[config.mk]
export PLATFORM = sky130hd
export DESIGN_NAME = pipe_hazard_tracker
export DESIGN_NICKNAME = d
export VERILOG_FILES = /design/src/rtl/pipe_hazard_tracker.sv
export SDC_FILE = /design/constraint.sdc
export NUM_CORES = 1
export LEC_CHECK = 0
export BUFFER_PORTS_ARGS = -buffer_cell sky130_fd_sc_hd__buf_4
export CORE_MARGIN = 2
export CORE_UTILIZATION = 35
export CTS_BUF_LIST = sky130_fd_sc_hd__clkbuf_4 sky130_fd_sc_hd__clkbuf_8
export DETAILED_ROUTE_END_ITERATION = 7
export GPL_TIMING_DRIVEN = 0
export REMOVE_ABC_BUFFERS = 1
export SETUP_SLACK_MARGIN = 0.4
export SLEW_MARGIN = 20
export SYNTH_ARGS = -nofsm -noshare
export SYNTH_HDL_FRONTEND = slang
export SYNTH_SLANG_ARGS = --single-unit
[constraint.sdc]
create_clock -name clk -period 5.8 [get_ports clk]
set_clock_uncertainty 0.05 [all_clocks]
set_input_delay 0.58 -clock clk [delete_from_list [all_inputs] [get_ports clk]]
set_output_delay 0.58 -clock clk [all_outputs]
set_load 0.02 [all_outputs]
[src/rtl/pipe_hazard_tracker.sv]
// Pipeline-side hazard tracker: carries stage writeback tags EX->MEM->WB, applies
// stall/flush enables, counts stalls and retirements, and flags stall deadlocks.
module pipe_hazard_tracker #(
    parameter int unsigned REG_AW    = 5,
    parameter int unsigned CNT_W     = 32,
    parameter int unsigned MAX_STALL = 3
) (
    input  logic              clk,
    input  logic              rst,
    input  logic              ip_stall,
    input  logic              ip_flush,
    input  logic              ip_valid_ID,
    input  logic              ip_RegWrite_ID,
    input  logic [REG_AW-1:0] ip_dest_ID,
    output logic              op_PC_write,
    output logic              op_IFID_write,
    output logic              op_IFID_flush,
    output logic              op_bubble_EX,
    output logic              op_RegWrite_EX,
    output logic              op_RegWrite_MEM,
    output logic              op_RegWrite_WB,
    output logic [REG_AW-1:0] op_dest_EX,
    output logic [REG_AW-1:0] op_dest_MEM,
    output logic [REG_AW-1:0] op_dest_WB,
    output logic [CNT_W-1:0]  op_stall_cycles,
    output logic [CNT_W-1:0]  op_retired,
    output logic              op_deadlock
);

    localparam int unsigned RUN_W = (MAX_STALL < 2) ? 1 : $clog2(MAX_STALL + 1);

    typedef enum logic [1:0] {S_RUN, S_STALL, S_DEAD} state_t;

    state_t            r_state;
    logic [RUN_W-1:0]  r_run_cnt;
    logic              r_deadlock;
    logic              r_valid_EX, r_valid_MEM, r_valid_WB;
    logic              r_rw_EX, r_rw_MEM, r_rw_WB;
    logic [REG_AW-1:0] r_dest_EX, r_dest_MEM, r_dest_WB;
    logic [CNT_W-1:0]  r_stall_cycles, r_retired;

    logic w_eff_stall;
    logic w_bubble;

    // A flush squashes the stalled ID instruction, so it overrides the stall.
    assign w_eff_stall = ip_stall & ~ip_flush;
    assign w_bubble    = ip_stall | ip_flush | ~ip_valid_ID;

    assign op_PC_write   = ~rst & ~w_eff_stall;
    assign op_IFID_write = ~rst & ~w_eff_stall;
    assign op_IFID_flush = ~rst & ip_flush;
    assign op_bubble_EX  = rst | w_bubble;

    assign op_RegWrite_EX  = r_rw_EX;
    assign op_RegWrite_MEM = r_rw_MEM;
    assign op_RegWrite_WB  = r_rw_WB;
    assign op_dest_EX      = r_dest_EX;
    assign op_dest_MEM     = r_dest_MEM;
    assign op_dest_WB      = r_dest_WB;
    assign op_stall_cycles = r_stall_cycles;
    assign op_retired      = r_retired;
    assign op_deadlock     = r_deadlock;

    always_ff @(posedge clk) begin
        if (rst) begin
            r_valid_EX  <= 1'b0;
            r_valid_MEM <= 1'b0;
            r_valid_WB  <= 1'b0;
            r_rw_EX     <= 1'b0;
            r_rw_MEM    <= 1'b0;
            r_rw_WB     <= 1'b0;
            r_dest_EX   <= '0;
            r_dest_MEM  <= '0;
            r_dest_WB   <= '0;
        end else begin
            r_valid_WB  <= r_valid_MEM;
            r_rw_WB     <= r_rw_MEM;
            r_dest_WB   <= r_dest_MEM;
            r_valid_MEM <= r_valid_EX;
            r_rw_MEM    <= r_rw_EX;
            r_dest_MEM  <= r_dest_EX;
            if (w_bubble) begin
                r_valid_EX <= 1'b0;
                r_rw_EX    <= 1'b0;
                r_dest_EX  <= '0;
            end else begin
                r_valid_EX <= 1'b1;
                r_rw_EX    <= ip_RegWrite_ID & (ip_dest_ID != '0);
                r_dest_EX  <= ip_dest_ID;
            end
        end
    end

    always_ff @(posedge clk) begin
        if (rst) begin
            r_stall_cycles <= '0;
            r_retired      <= '0;
        end else begin
            if (w_eff_stall && (r_stall_cycles != '1))
                r_stall_cycles <= r_stall_cycles + 1'b1;
            if (r_valid_WB && (r_retired != '1))
                r_retired <= r_retired + 1'b1;
        end
    end

    always_ff @(posedge clk) begin
        if (rst) begin
            r_state    <= S_RUN;
            r_run_cnt  <= '0;
            r_deadlock <= 1'b0;
        end else begin
            case (r_state)
                S_RUN: begin
                    if (w_eff_stall) begin
                        r_state   <= S_STALL;
                        r_run_cnt <= RUN_W'(1);
                    end
                end
                S_STALL: begin
                    if (!w_eff_stall) begin
                        r_state   <= S_RUN;
                        r_run_cnt <= '0;
                    end else if (r_run_cnt < RUN_W'(MAX_STALL)) begin
                        r_run_cnt <= r_run_cnt + 1'b1;
                    end else begin
                        r_state    <= S_DEAD;
                        r_deadlock <= 1'b1;
                    end
                end
                S_DEAD: begin
                    r_state    <= S_DEAD;
                    r_deadlock <= 1'b1;
                end
                default: begin
                    r_state   <= S_RUN;
                    r_run_cnt <= '0;
                end
            endcase
        end
    end

endmodule
---- Word-level counts from Yosys, hierarchy flattened ----
Index checks and enable logic that the tools add are counted.
word-level totals
  register bits ........................... 90
  latch bits .............................. 0
  RAM bits ................................ 0
  bits in read-only memories .............. 0
  output and inout bits ................... 87
  memories kept ........................... 0
operators by class
  add/sub/neg operators ................... 3
  multipliers ............................. 0
  divide/modulo/power cells ............... 0
  order comparisons ....................... 1
  equal/unequal tests ..................... 9
  shifts and indexed selects .............. 0
  multiplexer cells ....................... 11
  bitwise operators ....................... 12
  reduce and logical (&&, ||, !) cells .... 9
operators by type and width
  cell                     count
  $add A32 B1 Y32 const B  2
  $ne A32 B32 Y1 const B   2
  $pmux W2 S3              2
  $mux W2                  5
  $ne A2 B2 Y1 const B     3
  $ne A3 B3 Y1 const B     2
  $reduce_and A3 Y1        2
  $not A1 Y1               5
  $reduce_bool A5 Y1       1
  $and A1 B1 Y1            4
  $mux W1                  3
  $or A1 B1 Y1             3
  $add A2 B1 Y2 const B    1
  $eq A2 B1 Y1 const B     1
  $eq A2 B2 Y1 const B     1
  $logic_and A1 B1 Y1      2
  $logic_not A2 Y1         1
  $lt A2 B2 Y1 const B     1
  $pmux W1 S2              1
  $reduce_and A2 Y1        1
  $reduce_bool A2 Y1       1
  $reduce_or A2 Y1         1

---- Logic depth before layout (Yosys ltp) ----
Gate-level depths: netlist of the first run.
  depth in word-level cells ............... 4
  depth in mapped cells ................... 8
  gate-level depth less buffers ........... 6

---- Worst setup path after synthesis of the first run ----
No wires, ideal clock.
  path kind ............................... input to output
  from .................................... in rst
  to ...................................... out op_PC_write
  arrival time ............................ 1.792 ns
  data required time ...................... 5.170 ns
  path slack .............................. 3.378 ns
  stages .................................. 5
  cells stage by stage .................... clkbuf_1 buf_1 clkbuf_1 nor2_1 buf_4
between the ends
  longest elaborated chain between the ends .. 2
RTL lines
  what           line  source
  from (decl)    9     input logic rst,
  $not A1 Y1     n/a
  $and A1 B1 Y1  n/a
  to (decl)      15    output logic op_PC_write,
Every way passes these cells.

---- Worst setup path in the final report of the first run ----
  from .................................... reg r_retired[20], in the netlist op_retired[20]
  to ...................................... reg r_retired[23], in the netlist op_retired[23]
between the ends
  longest elaborated chain between the ends .. 2
  elaborated cells on any way between the ends .. 3
  classes of those cells .................. add/sub: 1; eq/ne: 1; reduce/logical: 1
RTL lines
  what                                                     line  source
  from (decl)                                              40    logic [CNT_W-1:0] r_stall_cycles, r_retired;
  from (signal assigned)                                   102   r_retired <= r_retired + 1'b1;
  branches (longest 2 deep; another with $add A32 B1 Y32)  n/a
Parallel ways; which one is timed is not known.
A chain may end at the register's enable or synchronous reset.

==> summary.txt, run 1 <==
CTS
  – Post-CTS Resized: 0
  – TritonCTS clock tree: done
  – Post-CTS setup buffer count: 0
  – CTS Sinks: 90
  – Reg clk slew, reported paths: approximately 0.090 ns
  – Clk buf depth: 2
  – Hold Buf Count CTS: 0
  – Number of H-tree levels: 3
  – Cts bufs inserted: 9
  – Worst skew pair latency: ~0.37 ns
  – Root Buffer: clkbuf_8

Synth
  – Post-synth cell types: 46
  – Mean Syn Cell Area: 8.90 µm²
  – Mapped Cells: 466
  – Yosys warnings: 0
  – Synth Flop Type: dfxtp_1
  – Register area share after synthesis: 0.434
  – Post-synth EDFFs: 0
  – #FFs+latches synth: 90
  – Ys async rst share: 0
  – Area of the mapped netlist: just over 4000 µm²

Timing
  – Total negative slack: 0 ns
  – # setup viols final: 0
  – Final Hold Fails: 0
  – Unrepaired setup endpoints after global routing: no
  – Slew Viols, Final: 0
  – Slew @ Worst Pin: ~1.0 ns
  – Period minus WS final: between 2 and 3 ns
  – Worst setup margin: about 3.1 ns
  – Peak Freq: 0.367 GHz
  – Slew HR: 0.314
  – Tcrit/Tclk final: 0.469

Power and ir drop
  – Switching Power: 264 µW
  – Combinational share of power: 0.036
  – Switching portion of total power: 0.235
  – Power share of the clock group: 0.409
  – Seq pwr share: 0.555
  – P_leak: between 0.0015 and 0.002 µW
  – Power Density: between 200 and 250 nW/µm²
  – Int Power: 861 µW
  – Peak supply drop: between 100 and 150 µV

Route
  – DR vias: around 3700
  – Routed WL per cell: around 15 µm
  – Detail Route Antenna Nets: 0
  – DRC violations left: 6
  – Via/cell ratio: around 5.4
  – Drt pass-1 iters: 6
  – DR iter-0 viols: ~270
  – Routed WL: ~10000 µm

Flow run
  – Max-cap viol count: 0

Die
  – DIE HEIGHT: 113 µm
  – Initial Util: 0.360
  – Boundary Pins: approximately 100
  – Width of the die: roughly 110 µm
  – Die area: approximately 13000 µm²
  – Rows: 39
  – CORE AREA: approximately 12000 µm²

Cells and area
  – Area grow syn2layout: 25.2%
  – Layout cells sized above 1: 0.251
  – Seq. cell area: ~1800 µm²
  – # diodes: 0
  – FILL cells: 1151
  – # nets final: roughly 570
  – Multi-input combinational cell area: 2250 µm²

Placement
  – Buffers on Ports: slightly below 100
  – DP HPWL: ~6900 µm
  – Routability cong.: 0.813
  – Pre-CTS WS: slightly below 3 ns

Critical path
  – Setup Crit Path Kind: reg2reg
  – Crit. End Element: flop
  – Worst Path Arrival: 2.93 ns
  – Crit path max fanout: 22
  – CP Launch Type: flop
  – Critical Path RT: between 6 and 7 ns

GRT
  – Grt ovf: 0
  – Vias in the first global route: 3430
  – Global-route wire length before repair: ~17000 µm
  – Pin count of the biggest net entering global routing: 103
  – Initial antenna violation count: 0
  – Overall routing resource usage: 0.159

Run status
  – Status: finished, violations left
  – Violated checks: DRC

Min path
  – Worst Hold Class: in2reg
[state kept, by name (all words and copies together), names as in the netlist, 2 cells and up]
| name | cells |
|---|---|
| op_dest_MEM | 5 |
| op_stall_cycles | 32 |
| r_state | 2 |
| op_dest_WB | 5 |
| op_dest_EX | 5 |
| r_run_cnt | 2 |
| op_retired | 32 |
[cells in the mapped netlist (5+ instances only)]
| master | number | share of area |
|---|---|---|
| nor2b_1 | 30 | 0.045 |
| o31ai_1 | 7 | 0.013 |
| dfxtp_1 | 90 | 0.43 |
| nand4_1 | 21 | 0.032 |
| nand2b_1 | 5 | 0.0075 |
| or3_1 | 10 | 0.015 |
| and2_1 | 6 | 0.0091 |
| nor3_1 | 5 | 0.0060 |
| a211oi_1 | 8 | 0.014 |
| xnor2_1 | 28 | 0.059 |
| mux2_2 | 10 | 0.027 |
| and4_1 | 12 | 0.025 |
| nor2_1 | 57 | 0.052 |
| o21ai_0 | 8 | 0.0097 |
| clkbuf_1 | 15 | 0.014 |
| nor4_1 | 11 | 0.017 |
| a21oi_1 | 31 | 0.037 |
| nand3_1 | 23 | 0.028 |
| nand2_1 | 23 | 0.021 |
| nor4b_1 | 8 | 0.017 |
| or4_1 | 7 | 0.013 |
| and3_1 | 7 | 0.011 |
[through the flow]
step / hold WS (ns) / instances / total power (µW) / area, µm² / util
after floorplan: 0.364 / 443 / 655 / 4050 / -
after global placement: 0.376 / 683 / 679 / 4960 / 0.430
after detailed placement: 0.382 / 684 / 680 / 4970 / 0.432
after CTS: 0.347 / 700 / 1140 / 5190 / 0.450
after global routing: 0.349 / 700 / 1170 / 5190 / 0.451
final: 0.368 / 700 / 1130 / 5190 / 0.451
[power by group through the flow]
stage | sequential [µW] | clock [µW] | combinational, µW
floorplan | 641 | 0 | 13.7
global placement | 639 | 0 | 40.0
detailed placement | 639 | 0 | 41.2
CTS | 625 | 478 | 41.2
global route | 625 | 501 | 44.8
finish | 625 | 460 | 40.7
[layout make-up]
class,instances,area share
inverters,4,0.00289
flip-flops and latches,90,0.347
multi-input cells,349,0.433
clock inverters,5,0.0118
well taps,143,0.0345
repair buffers,98,0.141
clock buffers,11,0.0292
[logic make-up after synthesis]
family | share of synthesized area
flops | 0.434
buf+inv | 0.0274
mux | 0.0516
simple gates | 0.315
xor+xnor | 0.0634
compound gates | 0.0992
fa+ha+maj | 0.00905
[layout by cell type, fill, tap and decap left out, types with 5 or more instances in the layout]
cell	Yosys	layout
nor4b_1	8	7
nand2b_1	5	5
and2_1	6	6
clkbuf_8	0	11
nand4_1	21	21
nor2_1	57	57
dfxtp_1	90	90
nor3_1	5	5
nand2_1	23	23
buf_4	2	97
mux2_2	10	10
or3_1	10	10
or4_1	7	7
a21oi_1	31	31
and4_1	12	12
and3_1	7	7
o31ai_1	7	7
nor4_1	11	9
nand3_1	23	23
o21ai_0	8	8
nor2b_1	30	30
a211oi_1	8	8
xnor2_1	28	28
[critical path, cell delays in order (launching register included)]
cell	delay [ns]
dfxtp_1	0.44
nand4_1	0.30
or4_4	0.66
nor3_4	0.67
nor4b_1	0.15
mux2_4	0.33
[layer usage]
layer,global-route usage,wire length [µm]
met1,0.201,4650
met3,0.0423,635
met2,0.257,4750
met5,0,0
met4,0.0667,143
[worst paths after layout]
| path | from | end | slack (ns) | depth (start not counted) |
|---|---|---|---|---|
| min reg2reg | r_valid_EX | r_valid_MEM | 0.40 | 1 |
| max reg2reg | op_retired[20] | op_retired[23] | 3.08 | 5 |
| max | op_retired[20] | op_retired[23] | 3.08 | 5 |
| min | ip_dest_ID[3] | op_dest_EX[3] | 0.37 | 2 |
Power figures use the tool's default switching activity.
==> run 2, diff against run 1 <==
Settings changed: ABC_AREA set to 1.
Clock period 5.8 ns to 2.8 ns, I/O delays scaled along.
==> run 2 against run 1 <==
Effect of this change:
- the flow now finishes without violations
- synthesized area up 11%
- flip-flop and latch count unchanged
- count of clock-buffer cells in the layout down 2
- sequential power up 110%
- critical endpoint is now op_stall_cycles[31]
==> summary.txt, run 2 <==
Run status
  – Status: finished clean (was finished, violations left)

Cells and area
  – Area grow syn2layout: 21.7% (was 25.2%)
  – Util after Layout: 0.440 (was 0.451)
  – # nets final: 822 (was 566)
  – # diodes: 0 (unchanged)
  – Most frequent cells in the layout: nand2_1 (176), nor2_1 (167), buf_4 (97), dfxtp_1 (90), inv_1 (70) (was buf_4 (97), dfxtp_1 (90), nor2_1 (57), a21oi_1 (31), nor2b_1 (30))
  – Layout cells sized above 1: 0.176 (was 0.251)
  – Commonest non-fill, non-tap cell in the layout: nand2_1 (was buf_4)
  – Final non-filler cell total: 983 (was 700)

Synth
  – Top-area cell type share of the netlist area: 0.390 (was 0.434)
  – Mean Syn Cell Area: 6.41 µm² (was 8.90 µm²)
  – Register area share after synthesis: 0.390 (was 0.434)
  – Area of the mapped netlist: 4620 µm² (was 4150 µm²)
  – Yosys top cell by area: dfxtp_1 (unchanged)
  – Post-synth EDFFs: 0 (unchanged)
  – Post-synth cell types: 34 (was 46)
  – Ys async rst share: 0 (unchanged)
  – Synth Flop Type: dfxtp_1 (unchanged)
  – #FFs+latches synth: 90 (unchanged)
  – Yosys warnings: 0 (unchanged)
  – Synth cell count leaders: nand2_1 (176), nor2_1 (167), dfxtp_1 (90) (was dfxtp_1 (90), nor2_1 (57), a21oi_1 (31))
  – Top-count cell post-synth: nand2_1 (was dfxtp_1)
  – Mapped Cells: 721 (was 466)
  – Top post-synthesis cells by area: dfxtp_1 (39%), nand2_1 (14%), nor2_1 (14%), nand3_1 (6.9%), inv_1 (5.8%) (was dfxtp_1 (43%), xnor2_1 (5.9%), nor2_1 (5.2%), nor2b_1 (4.5%), a21oi_1 (3.7%))

Power and ir drop
  – Power Density: 406 nW/µm² (was 217 nW/µm²)
  – Peak supply drop: 186 µV (was 123 µV)
  – P_leak: 0.00235 µW (was 0.00195 µW)

CTS
  – Hold Buf Count CTS: 0 (unchanged)
  – Clk buf depth: 2 (unchanged)
  – Worst skew pair latency: 0.38 ns (was 0.37 ns)
  – Root Buffer: clkbuf_8 (unchanged)
  – Reg clk slew, reported paths: 0.09 ns (about the same)
  – TritonCTS clock tree: done (unchanged)
  – Number of H-tree levels: 3 (unchanged)
  – Cts bufs inserted: 9 (unchanged)
  – CTS Sinks: 90 (unchanged)

Flow run
  – Max-cap viol count: 0 (unchanged)

Route
  – DR vias: 4646 (was 3749)
  – Routed WL per cell: 12.3 µm (was 14.5 µm)
  – DR iter-0 viols: 263 (was 271)
  – Wl on met1: 5550 µm (was 4650 µm)
  – WL met2: 5700 µm (was 4750 µm)
  – DRC violations left: 0 (was 6)
  – Top sig layer: met4 (unchanged)
  – Drt pass-1 iters: 5 (was 6)
  – Detail Route met3 WL: 545 µm (was 635 µm)
  – Via/cell ratio: 4.73 (was 5.36)
  – Routed WL: 12100 µm (was 10200 µm)
  – Detail Route Antenna Nets: 0 (unchanged)

Min path
  – Hold Path End: op_dest_EX[1] (was op_dest_EX[3])
  – Hold Crit Start: ip_dest_ID[1] (was ip_dest_ID[3])
  – Worst Hold Class: in2reg (unchanged)
  – Hold path cells: 3 (was 2)

Die
  – Boundary Pins: 98 (unchanged)
  – Rows: 41 (was 39)
  – Die area: 14100 µm² (was 12700 µm²)
  – Width of the die: 119 µm (was 113 µm)
  – DIE HEIGHT: 119 µm (was 113 µm)
  – Initial Util: 0.362 (was 0.360)
  – CORE AREA: 12800 µm² (was 11500 µm²)

Placement
  – Routability cong.: 0.892 (was 0.813)
  – Buffers on Ports: 97 (unchanged)
  – Dpl cells: 968 (was 684)
  – DP HPWL: 8590 µm (was 6920 µm)

Timing
  – Period minus WS final: 2.21 ns (was 2.72 ns)
  – Final hold slack: 0.0698 ns (was 0.368 ns)
  – Total negative slack: 0 ns (unchanged)
  – Slew @ Worst Pin: 0.701 ns (was 1.03 ns)
  – Final Hold Fails: 0 (unchanged)
  – Slew Viols, Final: 0 (unchanged)
  – Peak Freq: 0.453 GHz (was 0.367 GHz)
  – Tcrit/Tclk final: 0.788 (was 0.469)
  – Slew HR: 0.532 (was 0.314)
  – # setup viols final: 0 (unchanged)
  – Unrepaired setup endpoints after global routing: yes (was no)

GRT
  – Vias in the first global route: 4191 (was 3430)
  – Pin count of the biggest net entering global routing: 66 (was 103)
  – Grt ovf: 0 (unchanged)
  – Global-route wire length before repair: 20000 µm (was 16600 µm)
  – Overall routing resource usage: 0.173 (was 0.159)
  – Initial antenna violation count: 0 (unchanged)

Critical path
  – Reg2reg setup slack: 0.59 ns (was 3.08 ns)
  – Slowest stage delay, CP: 0.48 ns (was 0.67 ns)
  – CP cell instances: ha_1 -> nand3_1 -> inv_2 -> nand2_1 -> nor2_4 -> nand3_2 -> nand3_1 -> nand2_1 -> nor2_1 (was nand4_1 -> or4_4 -> nor3_4 -> nor4b_1 -> mux2_4)
  – RR Startpoint: op_stall_cycles[0] (was op_retired[20])
  – Crit. End Element: flop (unchanged)
  – Critical Path RT: 3.07 ns (was 6.01 ns)
  – Setup Crit Path Kind: reg2reg (unchanged)
  – R2r endpoint: op_stall_cycles[31] (was op_retired[23])
  – Worst reg2reg path depth: 9 (was 5)
  – Slowest cell on crit path: nand3_2 (was nor3_4)
  – Crit path max fanout: 26 (was 22)
  – Worst Path Arrival: 2.48 ns (was 2.93 ns)
  – CP Launch Type: flop (unchanged)
-- run 2: worst max-delay path: cells and delay by family, from the launching register on --
| family | cells | cell delay, ns |
|---|---|---|
| flops | 1 | 0.44 |
| buf+inv | 1 | 0.09 |
| simple gates | 7 | 1.35 |
| fa+ha+maj | 1 | 0.23 |
-- run 2: power breakdown --
group | leakage (µW) | internal, µW | switching [µW]
sequential | 0.000726 | 1290 | 9.49
combinational | 0.00154 | 40.0 | 67.0
clock | 0.0000832 | 401 | 478
-- run 2: layout make-up --
class,count,area (µm²)
fillers,1374,7150
clock buffers,9,124
clock inverters,5,57.6
repair buffers,97,728
flip-flops and latches,90,1800
multi-input cells,536,2410
inverters,74,280
well taps,172,215
-- run 2: routing by layer --
metal	vias up	track usage
li1	2470	-
met1	2061	0.223
met2	96	0.283
met3	19	0.0316
met4	0	0.0699
met5	-	0
-- run 2: through the flow --
stage	area [µm²]	power, µW	worst slack, ns
floorplan	4480	1390	0.591
global route	5620	2380	0.381
CTS	5610	2320	0.539
detailed placement	5430	1440	0.579
finish	5620	2280	0.594
global placement	5430	1440	-0.642
-- run 2: how the worst max path moves through the flow --
stage,from,cells past startpoint,endpoint
3_3_place_gp,rst,4,op_bubble_EX
6_report,op_stall_cycles[0],9,op_stall_cycles[31]
2_1_floorplan,rst,5,op_RegWrite_EX
3_5_place_dp,op_stall_cycles[0],10,op_stall_cycles[2]
4_1_cts,op_stall_cycles[0],10,op_stall_cycles[2]
5_1_grt,op_stall_cycles[0],9,op_stall_cycles[31]
-- run 2: cell families after synthesis --
group	after synthesis	synth area share
XOR/XNOR	2	0.00379
flip-flops	90	0.390
buffers and inverters	96	0.0896
AO/OA/AOI/OAI	60	0.0674
adder cells (fa/ha/maj)	3	0.00812
AND/OR/NAND/NOR	470	0.441
-- run 2: repair_timing --
| action | in CTS | in global routing |
|---|---|---|
| buffers inserted | 0 | 0 |
| setup endpoints to repair | 0 | 6 |
| resized for setup | 0 | 0 |
==> run 3, diff against run 2 <==
Clock period 2.8 ns to 2.15 ns, I/O delays scaled along.
==> run 3 against run 2 <==
Effect of this change:
- sequential share of layout area is 2.7 points lower
- wire length is 15% higher
- sequential power is 30% higher
- cell count is 4.3% higher
- combinational power is 49% higher
- flip-flop and latch count stayed put
- die area stayed put
- utilization is 6.1 points higher
- clock power is 32% higher
- largest power group unchanged
- register-to-register slack worse by 0.11 ns
- largest cell class unchanged
==> summary.txt, run 3 (synthesized netlist as in run 2, its figures left out) <==
Run status
  – Status: finished clean (unchanged)

Critical path
  – Slowest stage delay, CP: 0.38 ns (was 0.48 ns)
  – Reg2reg setup slack: 0.48 ns (was 0.59 ns)
  – Slowest cell on crit path: dfxtp_4 (was nand3_2)
  – Worst reg2reg path depth: 9 (unchanged)
  – Setup Crit Path Kind: reg2reg (unchanged)
  – Crit path depth: 9 (unchanged)
  – Crit. End Element: flop (unchanged)
  – Worst Path Arrival: 1.90 ns (was 2.48 ns)
  – R2r endpoint: op_retired[18] (was op_stall_cycles[31])
  – RR Startpoint: op_retired[0] (was op_stall_cycles[0])
  – CP Launch Type: flop (unchanged)
  – Crit path max-delay family: simple AND/OR/NAND/NOR gates (unchanged)
  – Crit path max fanout: 4 (was 26)
  – Critical Path RT: 2.38 ns (was 3.07 ns)
  – Buf+Inv Stages, Crit Path: 1 (unchanged)
  – CP cell instances: ha_4 -> nand2_2 -> nor2_4 -> buf_6 -> nand3_2 -> nor3_1 -> nand3_1 -> nand2_1 -> nor2_1 (was ha_1 -> nand3_1 -> inv_2 -> nand2_1 -> nor2_4 -> nand3_2 -> nand3_1 -> nand2_1 -> nor2_1)

CTS
  – Worst skew pair latency: 0.38 ns (about the same)
  – Clk buf depth: 2 (unchanged)
  – CTS Sinks: 90 (unchanged)
  – Root Buffer: clkbuf_8 (unchanged)
  – TritonCTS clock tree: done (unchanged)
  – Cts bufs inserted: 9 (unchanged)
  – Reg clk slew, reported paths: 0.09 ns (about the same)
  – Number of H-tree levels: 3 (unchanged)

Route
  – Via/cell ratio: 4.95 (was 4.73)
  – DR vias: 5069 (was 4646)
  – Drt pass-1 iters: 6 (was 5)
  – Routed WL: 13900 µm (was 12100 µm)
  – DR iter-0 viols: 383 (was 263)
  – Detail Route Antenna Nets: 0 (unchanged)
  – Routed WL per cell: 13.5 µm (was 12.3 µm)
  – DRC violations left: 0 (unchanged)

Placement
  – Routability cong.: 0.892 (unchanged)
  – DP HPWL: 8590 µm (unchanged)
  – Pre-CTS WS: -0.0711 ns (was 0.579 ns)
  – Post-place instance area: 5430 µm² (unchanged)
  – Buffers on Ports: 97 (unchanged)

Cells and area
  – # nets final: 864 (was 822)
  – Commonest non-fill, non-tap cell in the layout: nand2_1 (unchanged)
  – Area grow syn2layout: 38.6% (was 21.7%)
  – Layout cells sized above 1: 0.313 (was 0.176)
  – # diodes: 0 (unchanged)
  – Final instance area: 6410 µm² (was 5620 µm²)
  – Most frequent cells in the layout: nand2_1 (169), nor2_1 (154), buf_4 (116), inv_1 (69), nand3_1 (61) (was nand2_1 (176), nor2_1 (167), buf_4 (97), dfxtp_1 (90), inv_1 (70))

GRT
  – Initial antenna violation count: 0 (unchanged)
  – Pin count of the biggest net entering global routing: 66 (unchanged)
  – Global-route wire length before repair: 22000 µm (was 20000 µm)
  – Overall routing resource usage: 0.192 (was 0.173)
  – Vias in the first global route: 4515 (was 4191)
  – Grt ovf: 0 (unchanged)

Timing
  – Slew HR: 0.698 (was 0.532)
  – Worst setup margin: 0.480 ns (was 0.594 ns)
  – Slew Viols, Final: 0 (unchanged)
  – Slew @ Worst Pin: 0.452 ns (was 0.701 ns)
  – Final Hold Fails: 0 (unchanged)
  – Unrepaired setup endpoints after global routing: yes (unchanged)
  – Tcrit/Tclk final: 0.777 (was 0.788)
  – Period minus WS final: 1.67 ns (was 2.21 ns)
  – Peak Freq: 0.599 GHz (was 0.453 GHz)
  – # setup viols final: 0 (unchanged)

Power and ir drop
  – Power Density: 468 nW/µm² (was 406 nW/µm²)
  – PnR Total Power: 3000 µW (was 2280 µW)
  – Peak supply drop: 255 µV (was 186 µV)
  – P_leak: 0.00259 µW (was 0.00235 µW)

Min path
  – Hold Crit Start: ip_RegWrite_ID (was ip_dest_ID[1])
  – Worst Hold Class: in2reg (unchanged)
  – Hold Path End: op_RegWrite_EX (was op_dest_EX[1])
  – Hold path cells: 3 (unchanged)

Die
  – Die area: 14100 µm² (unchanged)
  – DIE HEIGHT: 119 µm (unchanged)
  – Rows: 41 (unchanged)
  – Initial Util: 0.362 (unchanged)
  – Boundary Pins: 98 (unchanged)
  – Width of the die: 119 µm (unchanged)
  – CORE AREA: 12800 µm² (unchanged)

Flow run
  – Max-cap viol count: 0 (unchanged)
-- run 3: cell count changes in the layout (fill, tap and decap cells not counted), sizes merged --
cell	before	now
inv	74	72
dlygate4sd3	0	5
nand2	182	185
nand3	67	73
buf	97	125
clkinv	1	3
-- run 3: metal layers --
metal / GRT usage / share of wire / wire length [µm] / up-vias
met3: 0.0330 / 0.051 / 700 / 42
met4: 0.0811 / 0.035 / 487 / 0
met5: 0 / 0 / 0 / -
met1: 0.242 / 0.43 / 6020 / 2303
li1: - / - / - / 2578
met2: 0.321 / 0.48 / 6650 / 146
-- run 3: area by class of cell --
| class | instances | area [µm²] |
|---|---|---|
| timing repair buffer | 130 | 1070 |
| fill | 1288 | 6370 |
| inverter | 74 | 295 |
| tap | 172 | 215 |
| sequential | 90 | 1880 |
| multi-input combinational | 545 | 2770 |
| clock buffer | 9 | 124 |
| clock inverter | 5 | 57.6 |
-- run 3: how the worst max path moves through the flow --
stage	from	to	slack, ns
global placement	rst	op_bubble_EX	-1.16
global route	op_retired[18]	op_retired[22]	0.37
floorplan	rst	op_RegWrite_EX	0.006
CTS	op_stall_cycles[13]	op_stall_cycles[2]	0.33
finish	op_retired[0]	op_retired[18]	0.48
detailed placement	op_stall_cycles[0]	op_stall_cycles[2]	-0.07
-- run 3: where the power goes --
group,switching [µW],leakage [µW],internal [µW]
Clock,633,0.0000832,522
Sequential,12.9,0.000754,1670
Combinational,94.2,0.00176,64.6
Total,740,0.00259,2260
-- run 3: tightest hold or removal path: stages --
cell,delay (ns)
buf_4,0.11
nand2_1,0.05
a21oi_1,0.04
-- run 3: metrics by stage --
step	hold WS (ns)	instances	utilization	setup TNS, ns
after floorplan	0.234	699	-	0
after global placement	0.350	968	0.425	-23.76
after detailed placement	0.351	968	0.425	-0.242
after CTS	0.00657	1005	0.467	0
after global routing	0.0209	1025	0.502	0
final	0.0195	1025	0.502	0
-- run 3: timing repair --
action,CTS,global route
cloned,8,2
hold buffers,5,0
hold endpoints to repair,5,0
setup endpoints to repair,61,63
buffers inserted,10,18
pin swaps,9,20
gates resized for setup,25,101
